### src/rtl/output_dma_scheduler.sv
// Output DMA scheduler: drains the output buffer into the AXI DMA S2MM channel,
// one length command per batch, and pulses next_batch once both the buffer read
// side and the DMA have finished that batch. A watchdog flags stalled transfers.
module output_dma_scheduler #(
    parameter int NUM_BATCH  = 8,
    parameter int BEAT_BYTES = 8,
    parameter int LEN_WIDTH  = 23,
    parameter int TMO_WIDTH  = 20
) (
    input  logic                 clk,
    input  logic                 rst,
    input  logic                 start,
    input  logic [2:0]           layer,
    input  logic                 is_dma_send,
    input  logic                 onebatch_done,
    input  logic                 onetranstime_done,
    input  logic                 read_done,
    input  logic                 dma_done,
    input  logic                 cmd_ready,
    output logic                 cmd_valid,
    output logic [LEN_WIDTH-1:0] cmd_len,
    output logic                 next_batch,
    output logic                 busy,
    output logic                 layer_done,
    output logic [2:0]           batch_idx,
    output logic [15:0]          trans_cnt,
    output logic                 err_timeout
);

    typedef enum logic [2:0] {
        S_IDLE,
        S_WAIT,
        S_CMD,
        S_XFER,
        S_NEXT,
        S_DONE,
        S_ERR
    } state_t;

    localparam logic [TMO_WIDTH-1:0] WD_MAX     = '1;
    localparam logic [TMO_WIDTH-1:0] WD_ONE     = TMO_WIDTH'(1);
    // Expiry fires on the edge that closes the (2**TMO_WIDTH-1)th cycle in a state.
    localparam logic [TMO_WIDTH-1:0] WD_LIMIT   = WD_MAX - WD_ONE;
    localparam logic [2:0]           LAST_BATCH = 3'(NUM_BATCH - 1);

    state_t               state;
    logic [2:0]           layer_q;
    logic                 send_flag;
    logic                 rd_flag;
    logic                 dma_flag;
    logic                 read_done_flag;
    logic [TMO_WIDTH-1:0] wd;

    logic wd_expire;
    logic rd_hit;
    logic dma_hit;

    // Byte length of one batch: beats halve per layer down to a floor of 128.
    function automatic logic [LEN_WIDTH-1:0] batch_len(input logic [2:0] l);
        int unsigned beats;
        case (l)
            3'd0:    beats = 4096;
            3'd1:    beats = 2048;
            3'd2:    beats = 1024;
            3'd3:    beats = 512;
            3'd4:    beats = 256;
            default: beats = 128;
        endcase
        return LEN_WIDTH'(beats * BEAT_BYTES);
    endfunction

    // Completion and expiry qualifiers, counting pulses arriving this very cycle.
    always_comb begin
        wd_expire = (wd == WD_LIMIT);
        rd_hit    = rd_flag | onebatch_done;
        dma_hit   = dma_flag | dma_done;
    end

    // Sequencer FSM with registered outputs, watchdog and per-layer bookkeeping.
    always_ff @(posedge clk) begin
        if (rst) begin
            state          <= S_IDLE;
            layer_q        <= '0;
            send_flag      <= 1'b0;
            rd_flag        <= 1'b0;
            dma_flag       <= 1'b0;
            read_done_flag <= 1'b0;
            wd             <= '0;
            cmd_valid      <= 1'b0;
            cmd_len        <= '0;
            next_batch     <= 1'b0;
            busy           <= 1'b0;
            layer_done     <= 1'b0;
            batch_idx      <= '0;
            trans_cnt      <= '0;
            err_timeout    <= 1'b0;
        end else begin
            next_batch <= 1'b0;
            layer_done <= 1'b0;

            if (busy && onetranstime_done)
                trans_cnt <= trans_cnt + 16'd1;
            if (busy && read_done)
                read_done_flag <= 1'b1;

            // Watchdog advances only in the states that wait on outside parties;
            // every state transition below overrides it back to zero.
            if ((state == S_WAIT) || (state == S_CMD) || (state == S_XFER))
                wd <= (wd == WD_MAX) ? wd : wd + WD_ONE;

            case (state)
                S_IDLE, S_ERR: begin
                    if (start) begin
                        state          <= S_WAIT;
                        layer_q        <= layer;
                        batch_idx      <= '0;
                        trans_cnt      <= '0;
                        err_timeout    <= 1'b0;
                        busy           <= 1'b1;
                        // The buffer may raise is_dma_send together with start.
                        send_flag      <= is_dma_send;
                        rd_flag        <= 1'b0;
                        dma_flag       <= 1'b0;
                        read_done_flag <= 1'b0;
                        wd             <= '0;
                    end
                end
                S_WAIT: begin
                    if (is_dma_send || send_flag) begin
                        state     <= S_CMD;
                        cmd_valid <= 1'b1;
                        cmd_len   <= batch_len(layer_q);
                        send_flag <= 1'b0;
                        wd        <= '0;
                    end else if (wd_expire) begin
                        state       <= S_ERR;
                        err_timeout <= 1'b1;
                        busy        <= 1'b0;
                        wd          <= '0;
                    end
                end
                S_CMD: begin
                    if (onebatch_done)
                        rd_flag <= 1'b1;
                    if (dma_done)
                        dma_flag <= 1'b1;
                    if (cmd_ready) begin
                        state     <= S_XFER;
                        cmd_valid <= 1'b0;
                        wd        <= '0;
                    end else if (wd_expire) begin
                        state       <= S_ERR;
                        err_timeout <= 1'b1;
                        busy        <= 1'b0;
                        cmd_valid   <= 1'b0;
                        wd          <= '0;
                    end
                end
                S_XFER: begin
                    if (rd_hit && dma_hit) begin
                        state      <= S_NEXT;
                        next_batch <= 1'b1;
                        rd_flag    <= 1'b0;
                        dma_flag   <= 1'b0;
                        wd         <= '0;
                    end else begin
                        if (onebatch_done)
                            rd_flag <= 1'b1;
                        if (dma_done)
                            dma_flag <= 1'b1;
                        if (wd_expire) begin
                            state       <= S_ERR;
                            err_timeout <= 1'b1;
                            busy        <= 1'b0;
                            wd          <= '0;
                        end
                    end
                end
                S_NEXT: begin
                    if ((batch_idx == LAST_BATCH) || read_done_flag || read_done) begin
                        state      <= S_DONE;
                        layer_done <= 1'b1;
                    end else begin
                        state     <= S_CMD;
                        batch_idx <= batch_idx + 3'd1;
                        cmd_valid <= 1'b1;
                        cmd_len   <= batch_len(layer_q);
                    end
                end
                S_DONE: begin
                    state <= S_IDLE;
                    busy  <= 1'b0;
                end
                default: state <= S_IDLE;
            endcase
        end
    end

endmodule

### config.mk
export PLATFORM = sky130hd
export DESIGN_NAME = output_dma_scheduler
export DESIGN_NICKNAME = d
export VERILOG_FILES = /design/src/rtl/output_dma_scheduler.sv
export SDC_FILE = /design/constraint.sdc
export NUM_CORES = 1
export LEC_CHECK = 0
export ABC_AREA = 1
export CAP_MARGIN = 15
export CORE_UTILIZATION = 40
export CTS_CLUSTER_DIAMETER = 100
export DETAILED_ROUTE_END_ITERATION = 16
export GPL_ROUTABILITY_DRIVEN = 0
export PLACE_DENSITY_LB_ADDON = 0.25
export SLEW_MARGIN = 25
export SYNTH_ARGS = -nofsm -noshare
export SYNTH_HDL_FRONTEND = slang
export SYNTH_SLANG_ARGS = --single-unit
### constraint.sdc
create_clock -name clk -period 1.7 [get_ports clk]
set_clock_uncertainty 0.1 [all_clocks]
set_input_delay 0.34 -clock clk [delete_from_list [all_inputs] [get_ports clk]]
set_output_delay 0.34 -clock clk [all_outputs]
set_load 0.02 [all_outputs]
==> out/metrics.csv, run 1 <==
stage,metric,value,unit
run_status,status,"finished, final reports clean",
clock_tree,clk_path_buf_depth,2,
grt,grt_pass1_wl,13.18,mm
critical_path,rrSetupSlack,0.06,ns
route,totalWireLength,8.446,mm
critical_path,r2r_end,batch_idx[0],
grt,grt_pass1_vias,2998,
sta,timing.final.crit_share,0.9650,
clock_tree,htree_levels,3,
sta,max_freq,0.6096,GHz
die,die_w,92.27,um
place,place.port_buffers,41,
sta,period_needed,1.641,ns
clock_tree,insertion_delay,0.35,ns
sta,hold_violations,0,
layout,final_core_util,0.6006,
route,num_vias,3417,
clock_tree,cts_buffers,9,
critical_path,critPathMostFrequentCell,ha_4,
synth,yosysSeqAreaShare,0.3685,
critical_path,critPathMaxStageDelay,0.34,ns
synth,netlist_area,3259,um^2
layout,fin_area,4690,um^2
clock_tree,cts_hold_buf,0,
sta,grt_setup_unrepaired,true,
grt,grt_overflow,0,
grt,antenna_found_initial,0,
critical_path,critPathRequiredTime,1.87,ns
layout,regArea,1224,um^2
place,dp_hpwl,6.024,mm
layout,final_nets,616,
power_and_ir_drop,p_total,4.348,mW
synth,postSynthCellCount,476,
synth,syn_area_per_cell,6.847,um^2
critical_path,cp_slowest_cell,dfxtp_2,
place,preCtsSetupSlack,-0.2395,ns
sta,setup_violations,0,
critical_path,r2r_cells,8,
critical_path,crit_chain,ha_4 > ha_4 > nor2_4 > nand2_2 > nand3_4 > nand4_1 > buf_4 > a21oi_2,
power_and_ir_drop,ir_worst_vdd,0.6515,mV
clock_tree,clkSinkCount,60,
clock_tree,clock-root-buffer,clkbuf_8,
hold_path,min_from,err_timeout,
hold_path,whs_endpoint,err_timeout,
route,drt_iter0_drc,107,
layout,fill_cells,732,
critical_path,timing.rr.start,batch_idx[1],
route,ant_nets,0,
layout,diodes,0,
sta,slew_viol_final,0,
hold_path,min_path_cells,2,
critical_path,cp_max_fo,5,
layout,multi_input_comb_area,1917,um^2
route,wire_per_inst,11.96,um
clock_tree,path_clk_slew,0.07,ns
power_and_ir_drop,p_leak,2.130,nW
route,vias_per_cell,4.840,
die,ios,59,
layout,drive_above_1_share,0.2682,
sta,hold_ws,0.3544,ns
layout,area_growth,43.88,%
synth,ys_ff_latch,60,
place,place_area,4230,um^2
route,dr.pass1.iters,5,
die,core-area,7807,um^2
hold_path,holdCritPathClass,flip-flop to flip-flop,
sta,setup_slack,0.05946,ns
synth,ys_types,36,
power_and_ir_drop,power_density,927.1,nW/um^2
grt,track_usage,0.1964,
critical_path,crit_path_start_kind,flip-flop,
synth,yosys_warnings,0,
critical_path,worstPathArrival,1.82,ns
die,die_h,92.27,um
critical_path,critPathCaptureType,flip-flop,
clock_tree,cts_tree,done,
die,die_area,8514,um^2
critical_path,path_class,flip-flop to flip-flop,
die,fp-row-count,32,
die,start_util,0.4175,
flow_run,cap_viol_max_count,0,
route,drcViolationCount,0,
grt,grt_max_degree,19,
[stage by stage]
step | TNS, ns | std cells
floorplan | 0 | 492
finish | 0 | 706
global route | -0.03942 | 706
global placement | -5.316 | 680
detailed placement | -6.060 | 680
CTS | 0 | 701
[layout by cell type (no fill, tap or decap), drive strengths merged, types with 3 or more instances in the layout]
cell type,synthesis,routed
inv,56,56
nand4,9,9
o21ai,19,19
nand3,36,36
a21oi,28,28
nand2,100,100
nand3b,9,9
xnor2,8,8
clkdlybuf4s50,0,11
buf,23,80
xor2,9,9
dlygate4sd2,0,30
o21a,3,3
clkinv,1,4
dfxtp,60,60
ha,5,5
conb,1,17
a31oi,3,3
nor3,13,13
nor2,80,80
clkbuf,2,11
[synthesized netlist by cell type (all sizes together)]
cell type | instances | area, um^2
a211oi | 2 | 15.01
a21oi | 28 | 140.1
a31oi | 3 | 18.77
and2 | 2 | 12.51
and3 | 1 | 6.260
buf | 23 | 166.4
clkbuf | 2 | 7.510
clkinv | 1 | 5.000
conb | 1 | 3.750
dfxtp | 60 | 1201
ha | 5 | 62.56
inv | 56 | 210.2
nand2 | 100 | 402.9
nand3 | 36 | 185.2
nand3b | 9 | 71.32
nand4 | 9 | 56.30
nor2 | 80 | 310.3
nor3 | 13 | 65.06
nor3b | 2 | 15.01
nor4b | 1 | 8.760
o21a | 3 | 22.52
o21ai | 19 | 102.6
o21bai | 2 | 15.01
or2 | 1 | 6.260
xnor2 | 8 | 70.07
xor2 | 9 | 78.83
[repair_timing]
item / CTS / global route
gates cloned: 0 / 0
endpoints found under the setup margin: 46 / 38
buffers inserted: 5 / 5
gates resized for setup: 35 / 56
pin swaps: 4 / 19
[critical path, delay by kind of cell, from the launching register on]
family                   cells  cell delay (ns)
AND/OR/NAND/NOR              4             0.47
flip-flops                   1             0.34
adder cells (fa/ha/maj)      2             0.31
buffers and inverters        1             0.23
AO/OA/AOI/OAI                1             0.11
[sequential cells by signal, summed over array words and instances, names as in the netlist]
signal and flops:
wd 20, trans_cnt 16, dma_flag 1, send_flag 1, read_done_flag 1, err_timeout 1
batch_idx 3, next_batch 1, cmd_valid 1, layer_q 3, cmd_len 6, layer_done 1
rd_flag 1, state 3, busy 1
[worst max-delay path by stage]
| stage | startpoint | end |
|---|---|---|
| 3_3_place_gp | onetranstime_done | trans_cnt[15] |
| 2_1_floorplan | batch_idx[1] | cmd_len[12] |
| 3_5_place_dp | onetranstime_done | trans_cnt[15] |
| 4_1_cts | batch_idx[0] | batch_idx[1] |
| 5_1_grt | batch_idx[1] | batch_idx[0] |
| 6_report | batch_idx[1] | batch_idx[0] |
[final cells by class]
| cell class | count | share of cell area |
|---|---|---|
| clock buffers | 11 | 0.03015 |
| clock inverters | 5 | 0.01601 |
| inverters | 57 | 0.04589 |
| multi-input cells | 350 | 0.4088 |
| flip-flops and latches | 60 | 0.2609 |
| well taps | 102 | 0.02721 |
| repair buffers | 121 | 0.2110 |
[power breakdown]
part	internal (mW)	total [mW]	leakage, nW	switching [mW]
sequential	1.53	1.63	0.494	0.103
combinational	0.547	1.25	1.52	0.707
clock	0.859	1.46	0.113	0.606
[layer usage]
metal / GRT usage / part of all wire / vias up
li1: - / - / 1743
met5: 0 / 0 / -
met1: 0.2418 / 0.44 / 1575
met4: 0.1029 / 0.021 / 0
met2: 0.3228 / 0.49 / 84
met3: 0.03897 / 0.048 / 15
[logic make-up (layout without fill, tap and decap cells)]
kind of cell	after synthesis	in the layout	synth area share
AOI/OAI and AO/OA	57	57	0.09635
xor gates and xnor gates	17	17	0.04568
adders and majority gates	5	5	0.01919
buffers and inverters	82	194	0.1194
DFF	60	60	0.3685
other	1	17	0.001151
and+or+nand+nor	254	254	0.3497
Note: power is estimated with default switching activity, not from simulation.
==> run 2: changes to the inputs <==
--- a/config.mk
+++ b/config.mk
@@ -16,3 +16,4 @@
 export SYNTH_ARGS = -nofsm -noshare
 export SYNTH_HDL_FRONTEND = slang
 export SYNTH_SLANG_ARGS = --single-unit
+export TNS_END_PERCENT = 50
==> run 2 against run 1 <==
Net effect:
- via count shrank 3.2%
- critical path depth is the same
- sequential share of layout area grew 0.98 points
- largest cell class unchanged
- highest routed layer unchanged
==> out/metrics.csv, run 2 (synthesis gave the netlist of run 1 again) <==
stage,metric,value,unit
layout,top_regs,"wd (20), trans_cnt (16), cmd_len (6)",
power_and_ir_drop,power_density,913.1,nW/um^2
layout,drive_above_1_share,0.2313,
power_and_ir_drop,switchingPower,1.402,mW
sta,slew_viol_final,0,
grt,grt_max_degree,19,
die,start_util,0.4175,
die,ios,59,
grt,track_usage,0.1993,
grt,grt_pass1_vias,3071,
critical_path,worstPathArrival,1.80,ns
place,place.port_buffers,41,
critical_path,crit_path_start_kind,flip-flop,
route,drcViolationCount,0,
grt,grt_use_met1,0.2388,
grt,use_met3,0.05473,
layout,diodes,0,
hold_path,holdCritPathClass,flip-flop to flip-flop,
route,vias_per_cell,4.791,
layout,largest_reg_flops,20,
layout,final_common_cell,nand2_1,
layout,fill_cells,749,
power_and_ir_drop,p_int,2.709,mW
sta,grt_setup_unrepaired,true,
run_status,status,"finished, final reports clean",
power_and_ir_drop,p_total,4.111,mW
die,die_h,92.27,um
layout,area_growth,38.12,%
grt,grt_busiest_layer,met2,
layout,final_nets,600,
layout,largest_register,wd,
flow_run,cap_viol_max_count,0,
clock_tree,htree_levels,3,
critical_path,cp_max_fo,5,
die,core-area,7807,um^2
clock_tree,path_clk_slew,0.08,ns
grt,grt_pass1_wl,13.54,mm
clock_tree,insertion_delay,0.34,ns
power_and_ir_drop,swShare,0.3410,
die,die_area,8514,um^2
power_and_ir_drop,p_clk_frac,0.315,
clock_tree,clkSinkCount,60,
route,totalWireLength,8.031,mm
route,drt_iter0_drc,106,
route,num_vias,3306,
grt,grt_overflow,0,
critical_path,critPathCaptureType,flip-flop,
sta,max_freq,0.6152,GHz
grt,antenna_found_initial,0,
die,die_w,92.27,um
power_and_ir_drop,p_comb_frac,0.287,
critical_path,critPathRequiredTime,1.88,ns
critical_path,path_class,flip-flop to flip-flop,
route,ant_nets,0,
clock_tree,clk_path_buf_depth,2,
die,fp-row-count,32,
layout,final_cell_mix,"nand2_1 (92), nor2_1 (67), buf_4 (63), inv_1 (52), dfxtp_1 (48)",
power_and_ir_drop,p_leak,2.031,nW
grt,grt_use_met2,0.3439,
sta,hold_violations,0,
clock_tree,cts_buffers,9,
sta,setup_violations,0,
clock_tree,clock-root-buffer,clkbuf_8,
sta,period_needed,1.625,ns
sta,timing.final.crit_share,0.9562,
sta,hold_ws,0.3491,ns
clock_tree,cts_tree,done,
route,wire_per_inst,11.64,um
place,dp_hpwl,5.890,mm
power_and_ir_drop,p_seq_frac,0.398,
power_and_ir_drop,ir_worst_vdd,0.7000,mV
route,dr.pass1.iters,4,
-- run 2: changes by cell type in the layout (fill, tap and decap cells not counted), sizes merged --
cell	delta
buf	-16
bufinv	-1
clkbuf	-2
clkinvlp	+2
inv	+1
-- run 2: critical path, stage by stage (launching register included) --
cell	delay, ns
dfxtp_1	0.34
ha_4	0.17
ha_4	0.15
nor2_4	0.07
nand2_2	0.08
nand3_4	0.08
nand4_1	0.22
buf_4	0.23
a21oi_2	0.11
-- run 2: cell type report --
type	instances	area (um^2)	share of cell area
multi-input combinational	350	1883	0.4183
sequential	60	1219	0.2707
timing repair buffer	105	857.1	0.1904
inverter	57	215.2	0.04780
tap	102	127.6	0.02835
clock buffer	9	123.9	0.02752
clock inverter	7	76.32	0.01695
-- run 2: per-stage QoR --
| stage | instances | setup TNS [ns] | setup WS [ns] | cell area, um^2 | util |
|---|---|---|---|---|---|
| floorplan | 492 | -0.0001918 | -0.0001918 | 3327 | - |
| global placement | 673 | -5.228 | -0.2048 | 4164 | 0.5333 |
| detailed placement | 673 | -6.330 | -0.2446 | 4164 | 0.5333 |
| CTS | 690 | -0.04296 | -0.02216 | 4353 | 0.5575 |
| global route | 690 | -0.08111 | -0.02407 | 4502 | 0.5766 |
| finish | 690 | 0 | 0.07452 | 4502 | 0.5766 |
-- run 2: timing repair --
action | CTS | global route
hold buffers | 0 | 0
buffers inserted | 1 | 0
gates resized for setup | 36 | 44
endpoints found under the hold margin | 0 | 0
pin swaps | 4 | 5
endpoints found under the setup margin | 46 | 36
-- run 2: metal layers --
| layer | part of all wire | vias up | wire [um] |
|---|---|---|---|
| met2 | 0.49 | 67 | 3945 |
| met1 | 0.46 | 1519 | 3682 |
| met5 | 0 | - | 0 |
| met3 | 0.039 | 8 | 314 |
| li1 | - | 1712 | - |
| met4 | 0.011 | 0 | 88 |
-- run 2: worst paths after layout --
check	from	end	slack (ns)	cells after the start
setup / recovery	batch_idx[1]	batch_idx[0]	0.07	8
hold / removal	cmd_len[10]	cmd_len[10]	0.35	2
setup reg to reg	batch_idx[1]	batch_idx[0]	0.07	8
hold reg to reg	cmd_len[10]	cmd_len[10]	0.35	2
-- run 2: power groups by stage --
| stage | Combinational [mW] | Clock (mW) | Sequential [mW] |
|---|---|---|---|
| final | 1.18 | 1.29 | 1.64 |
| after global routing | 1.31 | 1.41 | 1.65 |
| after CTS | 1.13 | 1.34 | 1.61 |
| after detailed placement | 1.14 | 0 | 1.64 |
| after global placement | 1.11 | 0 | 1.64 |
| after floorplan | 0.637 | 0 | 1.70 |
==> run 3: changes to the inputs <==
--- a/config.mk
+++ b/config.mk
@@ -11,7 +11,7 @@
 export CTS_CLUSTER_DIAMETER = 100
 export DETAILED_ROUTE_END_ITERATION = 16
 export GPL_ROUTABILITY_DRIVEN = 0
-export PLACE_DENSITY_LB_ADDON = 0.25
+export PLACE_DENSITY = 0.66
 export SLEW_MARGIN = 25
 export SYNTH_ARGS = -nofsm -noshare
 export SYNTH_HDL_FRONTEND = slang
==> run 3 against run 2 <==
Net effect:
- via count is 0.36% higher
- sequential power barely moved
- routed wire length down 1.5%
- clock power decreased by 10%
- largest power group unchanged
- critical endpoint unchanged
- register-to-register slack got worse by 0.03 ns
==> out/metrics.csv, run 3 (synthesis gave the netlist of run 1 again) <==
stage,metric,value,unit
run_status,status,"finished, final reports clean",
layout,final_nets,609,
die,die_w,92.27,um
place,place_area,4214,um^2
sta,timing.final.crit_share,0.9731,
critical_path,path_class,flip-flop to flip-flop,
grt,grt_pass1_vias,3044,
critical_path,critPathCaptureType,flip-flop,
layout,multi_input_comb_area,1906,um^2
route,ant_nets,0,
power_and_ir_drop,ir_worst_vdd,0.5395,mV
critical_path,r2r_end,batch_idx[0],
die,start_util,0.4175,
clock_tree,htree_levels,3,
die,ios,59,
hold_path,min_from,err_timeout,
clock_tree,path_clk_slew,0.07,ns
clock_tree,clk_path_buf_depth,2,
route,drt_iter0_drc,106,
sta,grt_setup_unrepaired,true,
critical_path,worstPathArrival,1.84,ns
layout,largest_reg_flops,20,
die,die_h,92.27,um
critical_path,r2r_cells,8,
route,vias_per_cell,4.747,
layout,final_common_cell,nand2_1,
route,drcViolationCount,0,
route,num_vias,3318,
sta,hold_violations,0,
clock_tree,cts_tree,done,
clock_tree,insertion_delay,0.35,ns
route,dr.pass1.iters,4,
layout,diodes,0,
route,totalWireLength,7.914,mm
clock_tree,cts_buffers,9,
hold_path,min_path_cells,2,
place,dp_hpwl,5.682,mm
die,die_area,8514,um^2
sta,tns,0,ns
hold_path,holdCritPathClass,flip-flop to flip-flop,
critical_path,timing.rr.start,batch_idx[1],
critical_path,critPathRequiredTime,1.88,ns
grt,grt_overflow,0,
die,core-area,7807,um^2
sta,slew_viol_final,0,
power_and_ir_drop,p_leak,2.078,nW
critical_path,cp_max_fo,5,
clock_tree,clock-root-buffer,clkbuf_8,
sta,setup_violations,0,
layout,fill_cells,752,
layout,regArea,1219,um^2
grt,track_usage,0.1925,
place,place.port_buffers,41,
critical_path,rrSetupSlack,0.05,ns
sta,max_freq,0.6045,GHz
layout,fin_area,4582,um^2
layout,drive_above_1_share,0.2546,
flow_run,cap_viol_max_count,0,
grt,grt_max_degree,19,
grt,antenna_found_initial,0,
grt,grt_pass1_wl,13.15,mm
route,wire_per_inst,11.32,um
die,fp-row-count,32,
sta,period_needed,1.654,ns
hold_path,whs_endpoint,err_timeout,
layout,area_growth,40.58,%
layout,largest_register,wd,
layout,final_cell_mix,"nand2_1 (89), buf_4 (69), nor2_1 (66), inv_1 (51), dfxtp_1 (46)",
critical_path,crit_path_start_kind,flip-flop,
power_and_ir_drop,power_density,876.4,nW/um^2
clock_tree,clkSinkCount,60,
layout,top_regs,"wd (20), trans_cnt (16), cmd_len (6)",
clock_tree,cts_hold_buf,0,
-- run 3: changes by cell type in the layout (fill, tap and decap cells not counted), moves of 2 or more --
cell        before  now
nand3_1         32   30
nand2_4          1    4
dfxtp_2         11   14
nand2_1         92   89
buf_4           63   69
nand3_2          2    4
dfxtp_1         48   46
clkinvlp_4       2    4
clkinv_4         2    0
-- run 3: report_power, final --
group | switching [mW] | leakage (nW) | total [mW] | internal [mW]
combinational | 0.702 | 1.50 | 1.22 | 0.516
clock | 0.603 | 0.0803 | 1.16 | 0.561
sequential | 0.106 | 0.493 | 1.63 | 1.53
-- run 3: how the worst max path moves through the flow --
| stage | from | to | cells after the start |
|---|---|---|---|
| floorplan | trans_cnt[1] | trans_cnt[12] | 8 |
| global placement | onetranstime_done | trans_cnt[12] | 8 |
| detailed placement | onetranstime_done | trans_cnt[12] | 8 |
| CTS | batch_idx[0] | batch_idx[0] | 8 |
| global route | batch_idx[1] | batch_idx[0] | 8 |
| finish | batch_idx[1] | batch_idx[0] | 8 |
-- run 3: area by class of cell --
| type | count | area share |
|---|---|---|
| well taps | 102 | 0.02785 |
| clock inverters | 6 | 0.008738 |
| flip-flops and latches | 60 | 0.2660 |
| clock buffers | 10 | 0.03004 |
| multi-input cells | 351 | 0.4159 |
| repair buffers | 113 | 0.2045 |
| inverters | 57 | 0.04697 |
-- run 3: what timing repair did --
| item | in CTS | in global routing |
|---|---|---|
| gates resized for setup | 33 | 55 |
| pin swaps | 6 | 11 |
| setup buffers | 2 | 2 |
| cloned | 0 | 1 |
| endpoints found under the setup margin | 42 | 38 |
-- run 3: per-stage QoR --
step	setup WS (ns)	util	total power, mW	std cells	hold slack [ns]
finish	0.04569	0.5869	4.015	699	0.3506
global route	-0.03173	0.5869	4.255	699	0.3755
CTS	-0.02091	0.5612	3.915	696	0.3564
detailed placement	-0.2362	0.5397	2.770	678	0.3419
global placement	-0.1894	0.5397	2.757	678	0.3396
floorplan	-0.0001918	-	2.332	492	0.3185
-- run 3: routing by layer --
layer  routed length, um  vias up  global-route usage
met5                   0        -                   0
li1                    -     1726                   -
met2                3830       67              0.3109
met4                 132        0              0.1042
met1                3619     1511              0.2375
met3                 332       14             0.04229
-- run 3: worst max-delay path: stages (launching register included) --
cell and delay (ns):
dfxtp_2 0.34, ha_4 0.16, ha_4 0.15, nor2_4 0.10, nand2_2 0.08, nand3_4 0.09, nand4_1 0.21, buf_4 0.23
a21oi_2 0.12
